### src/rtl/shift_chain_sched.sv
// rtl/shift_chain_sched.sv - serialise a pattern through a DEPTH-stage 1-bit chain and recapture it
//
// Sequencer for a DEPTH-stage non-blocking 1-bit register chain. An accepted
// start latches the pattern. The pattern is shifted in LSB first and the
// chain is then drained with zeros. Bits leaving the last stage are
// reassembled into a capture word.
//
// Parameters:
//   DEPTH   number of chain stages (>=1)
//   PAT_W   pattern length in bits (>=1)
//
// Ports:
//   clk            system clock, rising edge
//   rst            asynchronous active-high reset
//   start          begin a run; sampled only in IDLE
//   abort          cancel a run in progress (SHIFT/DRAIN only)
//   pattern        word to serialise; latched on accepted start
//   stage_q        chain contents; bit 0 = first stage, bit DEPTH-1 = last stage
//   busy           high in SHIFT or DRAIN
//   done           one-cycle pulse in DONE
//   capture        reassembled word; valid while done=1, held until next start
//
// Optional feature (macro SHIFT_CHAIN_COLLAPSE_MON_EN):
//   collapsed_q    chain as if written with blocking assignments
//   diverge_cnt    saturating count of edges where the collapsed and true last
//                  stages disagree

module shift_chain_sched #(
  parameter int DEPTH = 3,
  parameter int PAT_W = 8
) (
  input  logic             clk,
  input  logic             rst,
  input  logic             start,
  input  logic             abort,
  input  logic [PAT_W-1:0] pattern,
  output logic [DEPTH-1:0] stage_q,
  output logic             busy,
  output logic             done,
  output logic [PAT_W-1:0] capture
`ifdef SHIFT_CHAIN_COLLAPSE_MON_EN
  ,
  output logic [DEPTH-1:0] collapsed_q,
  output logic [7:0]       diverge_cnt
`endif
);

  localparam int CW = $clog2(PAT_W + DEPTH + 1);

  // Edge indices, measured from the first edge after entering SHIFT
  localparam logic [CW-1:0] C_SHIFT_LAST = CW'(PAT_W - 1);
  localparam logic [CW-1:0] C_DRAIN_LAST = CW'(PAT_W + DEPTH - 1);
  localparam logic [CW-1:0] C_CAP_FIRST  = CW'(DEPTH);

  typedef enum logic [1:0] {
    S_IDLE  = 2'd0,
    S_SHIFT = 2'd1,
    S_DRAIN = 2'd2,
    S_DONE  = 2'd3
  } state_t;

  state_t           r_state;
  state_t           w_state_nxt;

  logic [PAT_W-1:0] r_pat;
  logic [CW-1:0]    r_cnt;
  logic [DEPTH-1:0] r_stage_q;
  logic [PAT_W-1:0] r_capture;

  logic             w_busy;
  logic             w_done;
  logic             w_accept;
  logic             w_advance;
  logic             w_abort_run;
  logic             w_pat_bit;
  logic             w_serial_in;
  logic [DEPTH-1:0] w_stage_nxt;
  logic [PAT_W-1:0] w_cap_nxt;

  // ---------------------------------------------------------------------------
  // FSM: state register
  // ---------------------------------------------------------------------------
  always_ff @(posedge clk or posedge rst) begin
    if (rst) begin
      r_state <= S_IDLE;
    end else begin
      r_state <= w_state_nxt;
    end
  end

  // ---------------------------------------------------------------------------
  // FSM: next-state logic
  // abort overrides the SHIFT->DRAIN and DRAIN->DONE transitions.
  // ---------------------------------------------------------------------------
  always_comb begin
    w_state_nxt = r_state;
    case (r_state)
      S_IDLE: begin
        if (start) begin
          w_state_nxt = S_SHIFT;
        end
      end
      S_SHIFT: begin
        if (abort) begin
          w_state_nxt = S_IDLE;
        end else if (r_cnt == C_SHIFT_LAST) begin
          w_state_nxt = S_DRAIN;
        end
      end
      S_DRAIN: begin
        if (abort) begin
          w_state_nxt = S_IDLE;
        end else if (r_cnt == C_DRAIN_LAST) begin
          w_state_nxt = S_DONE;
        end
      end
      S_DONE: begin
        w_state_nxt = S_IDLE;
      end
      default: begin
        w_state_nxt = S_IDLE;
      end
    endcase
  end

  // ---------------------------------------------------------------------------
  // FSM: outputs and datapath controls
  // ---------------------------------------------------------------------------
  always_comb begin
    w_busy      = 1'b0;
    w_done      = 1'b0;
    w_accept    = 1'b0;
    w_advance   = 1'b0;
    w_abort_run = 1'b0;
    w_serial_in = 1'b0;
    case (r_state)
      S_IDLE: begin
        w_accept = start;
      end
      S_SHIFT: begin
        w_busy      = 1'b1;
        w_advance   = ~abort;
        w_abort_run = abort;
        w_serial_in = w_pat_bit;
      end
      S_DRAIN: begin
        w_busy      = 1'b1;
        w_advance   = ~abort;
        w_abort_run = abort;
      end
      S_DONE: begin
        w_done = 1'b1;
      end
      default: begin
        w_busy = 1'b0;
      end
    endcase
  end

  // Bit j of the latched pattern. In SHIFT, r_cnt is always below PAT_W.
  assign w_pat_bit = |(r_pat & (PAT_W'(1) << r_cnt));

  // Next chain and capture values. Degenerate widths are split out so that
  // no zero-width or reversed slice is ever elaborated.
  generate
    if (DEPTH == 1) begin : g_stage_d1
      assign w_stage_nxt = w_serial_in;
    end else begin : g_stage_dn
      assign w_stage_nxt = {r_stage_q[DEPTH-2:0], w_serial_in};
    end

    if (PAT_W == 1) begin : g_cap_w1
      assign w_cap_nxt = r_stage_q[DEPTH-1];
    end else begin : g_cap_wn
      assign w_cap_nxt = {r_stage_q[DEPTH-1], r_capture[PAT_W-1:1]};
    end
  endgenerate

  // ---------------------------------------------------------------------------
  // Datapath: pattern latch, edge counter, chain, capture
  // ---------------------------------------------------------------------------
  always_ff @(posedge clk or posedge rst) begin
    if (rst) begin
      r_pat     <= '0;
      r_cnt     <= '0;
      r_stage_q <= '0;
      r_capture <= '0;
    end else if (w_accept) begin
      r_pat     <= pattern;
      r_cnt     <= '0;
      r_capture <= '0;
    end else if (w_advance) begin
      r_stage_q <= w_stage_nxt;
      r_cnt     <= r_cnt + CW'(1);
      // The first DEPTH edges only fill the chain. After that, each edge
      // pulls one pattern bit off the last stage, MSB end first.
      if (r_cnt >= C_CAP_FIRST) begin
        r_capture <= w_cap_nxt;
      end
    end else if (w_abort_run) begin
      // Flush the chain. The partial capture stays visible.
      r_stage_q <= '0;
    end
  end

  assign stage_q = r_stage_q;
  assign busy    = w_busy;
  assign done    = w_done;
  assign capture = r_capture;

`ifdef SHIFT_CHAIN_COLLAPSE_MON_EN
  // ---------------------------------------------------------------------------
  // Collapse monitor. With blocking assignments, every stage takes serial_in
  // on the same edge. Each edge where that model's last stage differs from
  // the real chain's last stage is counted.
  // ---------------------------------------------------------------------------
  logic [DEPTH-1:0] r_collapsed_q;
  logic [7:0]       r_diverge_cnt;

  always_ff @(posedge clk or posedge rst) begin
    if (rst) begin
      r_collapsed_q <= '0;
      r_diverge_cnt <= '0;
    end else if (w_accept) begin
      r_collapsed_q <= '0;
      r_diverge_cnt <= '0;
    end else if (w_advance) begin
      r_collapsed_q <= {DEPTH{w_serial_in}};
      if ((w_serial_in != w_stage_nxt[DEPTH-1]) && (r_diverge_cnt != 8'hFF)) begin
        r_diverge_cnt <= r_diverge_cnt + 8'd1;
      end
    end
  end

  assign collapsed_q = r_collapsed_q;
  assign diverge_cnt = r_diverge_cnt;
`endif

endmodule

### config.mk
export PLATFORM = sky130hd
export DESIGN_NAME = shift_chain_sched
export DESIGN_NICKNAME = d
export VERILOG_FILES = /design/src/rtl/shift_chain_sched.sv
export SDC_FILE = /design/constraint.sdc
export NUM_CORES = 1
export LEC_CHECK = 0
export ABC_AREA = 0
export CAP_MARGIN = 20
export CORE_MARGIN = 8
export CORE_UTILIZATION = 45
export CTS_CLUSTER_DIAMETER = 100
export DETAILED_ROUTE_END_ITERATION = 10
export GPL_TIMING_DRIVEN = 0
export PLACE_DENSITY = 0.73
export SLEW_MARGIN = 40
export SYNTH_ARGS = -nofsm -noshare
export SYNTH_HDL_FRONTEND = slang
export SYNTH_SLANG_ARGS = --single-unit
### constraint.sdc
create_clock -name clk -period 1.64 [get_ports clk]
set_clock_uncertainty 0.1 [all_clocks]
set_input_delay 0.328 -clock clk [delete_from_list [all_inputs] [get_ports clk]]
set_output_delay 0.328 -clock clk [all_outputs]
set_load 0.05 [all_outputs]
==> impl_metrics.csv <==
group,metric,value,unit
status,status,"finished with violations",
status,violations,"negative setup slack",
cts,worstSkewPairLatency,0.33,ns
sta,fmax,592,MHz
sta,worst_pin_slew,0.526,ns
synthesis,ys_top_cells_by_area,"dfrtp_1 (47%), ha_1 (10%), mux2_2 (6.8%)",
placement,io_buffers,24,
sta,hold_ws,0.228,ns
sta,setup_viol_count_final,2,
synthesis,synth_xor_area_share,0,%
power,p_seq_share,31.4,%
power,peakVddDrop,0.00139,V
cells_and_area,n_antenna_cell,0,
route,wl_met2,1460,µm
sta,period_share,103,%
power,p_clk_share,9.4,%
cells_and_area,n_fill_cell,211,
synthesis,synth-simple-area-share,13.7,%
synthesis,synth_flop_cell,"dfrtp_1",
synthesis,synth_top_family_by_area,"compound AO/OA/AOI/OAI gates",
setup_path,cp.required,1.21,ns
route,drt-initial-drc-count,48,
cells_and_area,ff_latch_area,629,µm²
grt,grt_overflow,0,
placement,post-dp-hpwl,2040,µm
cts,ctsLongestPathBuffers,2,
synthesis,synth_compound_area_share,14.7,%
route,first_pass_iters,4,
synthesis,yosys.cell_types.count,29,
synthesis,synth_top_area_share,47.2,%
sta,slew_headroom,64.9,%
flow_run,drv_cap,0,
placement,place_ws,-0.337,ns
synthesis,syn_nets,149,
setup_path,path_class,"reg -> out",
route,avgRoutedWirePerCell,15.5,µm
sta,grt_setup_unrepaired,"true",
synthesis,synthMuxAreaShare,8.30,%
cts,cts_tree,"yes",
route,postRouteAntennaNets,0,
route,met3_length,133,µm
cts,root_buffer,"clkbuf_4",
setup_path,cp_max_fo,4,
setup_path,r2r-start,"r_state[0]",
grt,track_usage,11.5,%
route,drc,0,
synthesis,synthCells,126,
synthesis,synth_top_cell_by_area,"dfrtp_1",
power,power_frac_comb,59.2,%
floorplanning,die_w,70.3,µm
cts,clk_pin_slew,0.14,ns
route,wl,3020,µm
setup_path,r2r_cells,7,
synthesis,async_reset_ff_share,100,%
floorplanning,placementRows,19,
cts,cts_sinks,25,
power,p_sw_share,41.8,%
setup_path,worst-r2r-setup-slack,0,ns
setup_path,cp-start-kind,"register",
setup_path,critPathCaptureType,"output port",
route,vias_per_cell,5.62,
power,internal-power,0.00178,W
cts,cts.htree.levels,1,
route,top_layer,"met4",
synthesis,synth_common_cells,"dfrtp_1 (25), a21oi_1 (11), ha_1 (11)",
route,vias,1096,
grt,grt_pass1_vias,1103,
power,switchingPower,0.00128,W
placement,post_dp_cell_area,1630,µm²
cts,cts_buffers,3,
floorplanning,die_area,4940,µm²
floorplanning,start_util,47.7,%
grt,grt_max_degree,26,
synthesis,seq_area_frac_synth,47.2,%
cells_and_area,multi_input_area,798,µm²
floorplanning,fp.coreArea,2780,µm²
synthesis,synth-seq-cells,25,
sta,min_period,1.69,ns
synthesis,syn_area,1330,µm²
cells_and_area,syn2layout_area_growth,47.4,%
floorplanning,ios,25,
sta,hold_viol_final,0,
synthesis,yosys_warnings,0,
synthesis,synth_most_common_cell,"dfrtp_1",
cells_and_area,final_nets,188,
synthesis,synth_area_per_cell,10.5,µm²
setup_path,cp-endpoint,"busy",
power,power_density,1560,nW/µm²
sta,slew_viol_final,0,
synthesis,synth_edf_count,0,
hold_path,hp-class,"in -> async",
sta,fin_ws,-0.0498,ns
setup_path,rr_endpoint,"capture[4]",
placement,finalWeightedCongestion,0.766,
grt,grt_pass1_wl,4840,µm
cells_and_area,design_area,1950,µm²
cells_and_area,drive_gt1_share,47.6,%
setup_path,startpoint,"r_state[0]",
setup_path,cp.arrival,1.26,ns
route,wl_met1,1360,µm
floorplanning,die_h,70.3,µm
power,p_leak,0.827,nW
grt,antenna_found_initial,0,
synthesis,synth_adder_area_share,10.4,%
==> layer usage <==
layer | up-vias | GRT usage, %
li1 | 526 | -
met1 | 530 | 13.8
met2 | 33 | 19.3
met3 | 7 | 2.40
met4 | 0 | 4.69
met5 | - | 0
==> logic make-up (layout without fill, tap and decap cells) <==
family | after synthesis | after routing
multiplexers | 10 | 10
AND/OR/NAND/NOR | 31 | 31
buffers and inverters | 17 | 55
adder cells (fa/ha/maj) | 11 | 11
flip-flops | 25 | 25
AO/OA/AOI/OAI | 32 | 32
==> state kept, by name (all words and copies together) (netlist names) <==
| register | count |
|---|---|
| capture | 8 |
| stage_q | 3 |
| r_state | 2 |
| r_cnt | 4 |
| r_pat | 8 |
==> how the worst min path moves through the flow <==
stage,endpoint,start,depth (start not counted)
global placement,r_pat[6],r_pat[6],1
finish,r_pat[1],rst,2
detailed placement,r_pat[5],r_pat[5],1
floorplan,capture[0],rst,1
global route,capture[3],rst,2
CTS,capture[3],rst,2
==> cell usage in the layout, fill, tap and decap left out, types with 5 or more instances in the layout <==
cell type        count
clkdlybuf4s50_1     11
a21oi_1              5
dfrtp_1             22
clkbuf_4             5
buf_6                8
clkdlybuf4s15_2     11
ha_4                 6
a21oi_2              6
nand3_1              5
o21ai_1              6
mux2_2               8
nand2_1              6
buf_4                8
==> power groups by stage <==
stage / sequential (W) / clock [W] / combinational [W]
floorplan: 0.000995 / 0 / 0.000951
global placement: 0.000927 / 0 / 0.00128
detailed placement: 0.000938 / 0 / 0.00132
CTS: 0.000924 / 0.000299 / 0.00143
global route: 0.000987 / 0.000317 / 0.00196
finish: 0.000961 / 0.000287 / 0.00181
==> metrics by stage <==
step / util (%) / total power (W) / cells / setup TNS, ns
2_1_floorplan: - / 0.00195 / 126 / -0.00619
3_3_place_gp: 58.7 / 0.00221 / 181 / -4.72
3_5_place_dp: 58.7 / 0.00225 / 181 / -5.15
4_1_cts: 61.8 / 0.00265 / 188 / -0.0779
5_1_grt: 70.3 / 0.00327 / 195 / -0.696
6_report: 70.3 / 0.00306 / 195 / -0.0523
==> area by class of cell <==
| class | instances | share of cell area (%) |
|---|---|---|
| Multi-Input combinational cell | 84 | 40.8 |
| Sequential cell | 25 | 32.2 |
| Timing Repair Buffer | 35 | 18.1 |
| Buffer | 7 | 3.33 |
| Inverter | 9 | 1.98 |
| Tap cell | 31 | 1.98 |
| Clock buffer | 3 | 1.15 |
| Clock inverter | 1 | 0.384 |
==> critical path, cell delays in order (launching register included) <==
cell and delay (ns):
dfrtp_2 0.46, inv_4 0.06, ha_4 0.28, buf_8 0.14
==> what timing repair did <==
action | 4_1_cts | 5_1_grt
hold buffers | 0 | 0
pin swaps | 3 | 14
buffers inserted | 3 | 6
resized for setup | 52 | 54
endpoints found under the hold margin | 0 | 0
gates cloned | 0 | 2
endpoints found under the setup margin | 33 | 24
(Power assumes the default switching activity.)
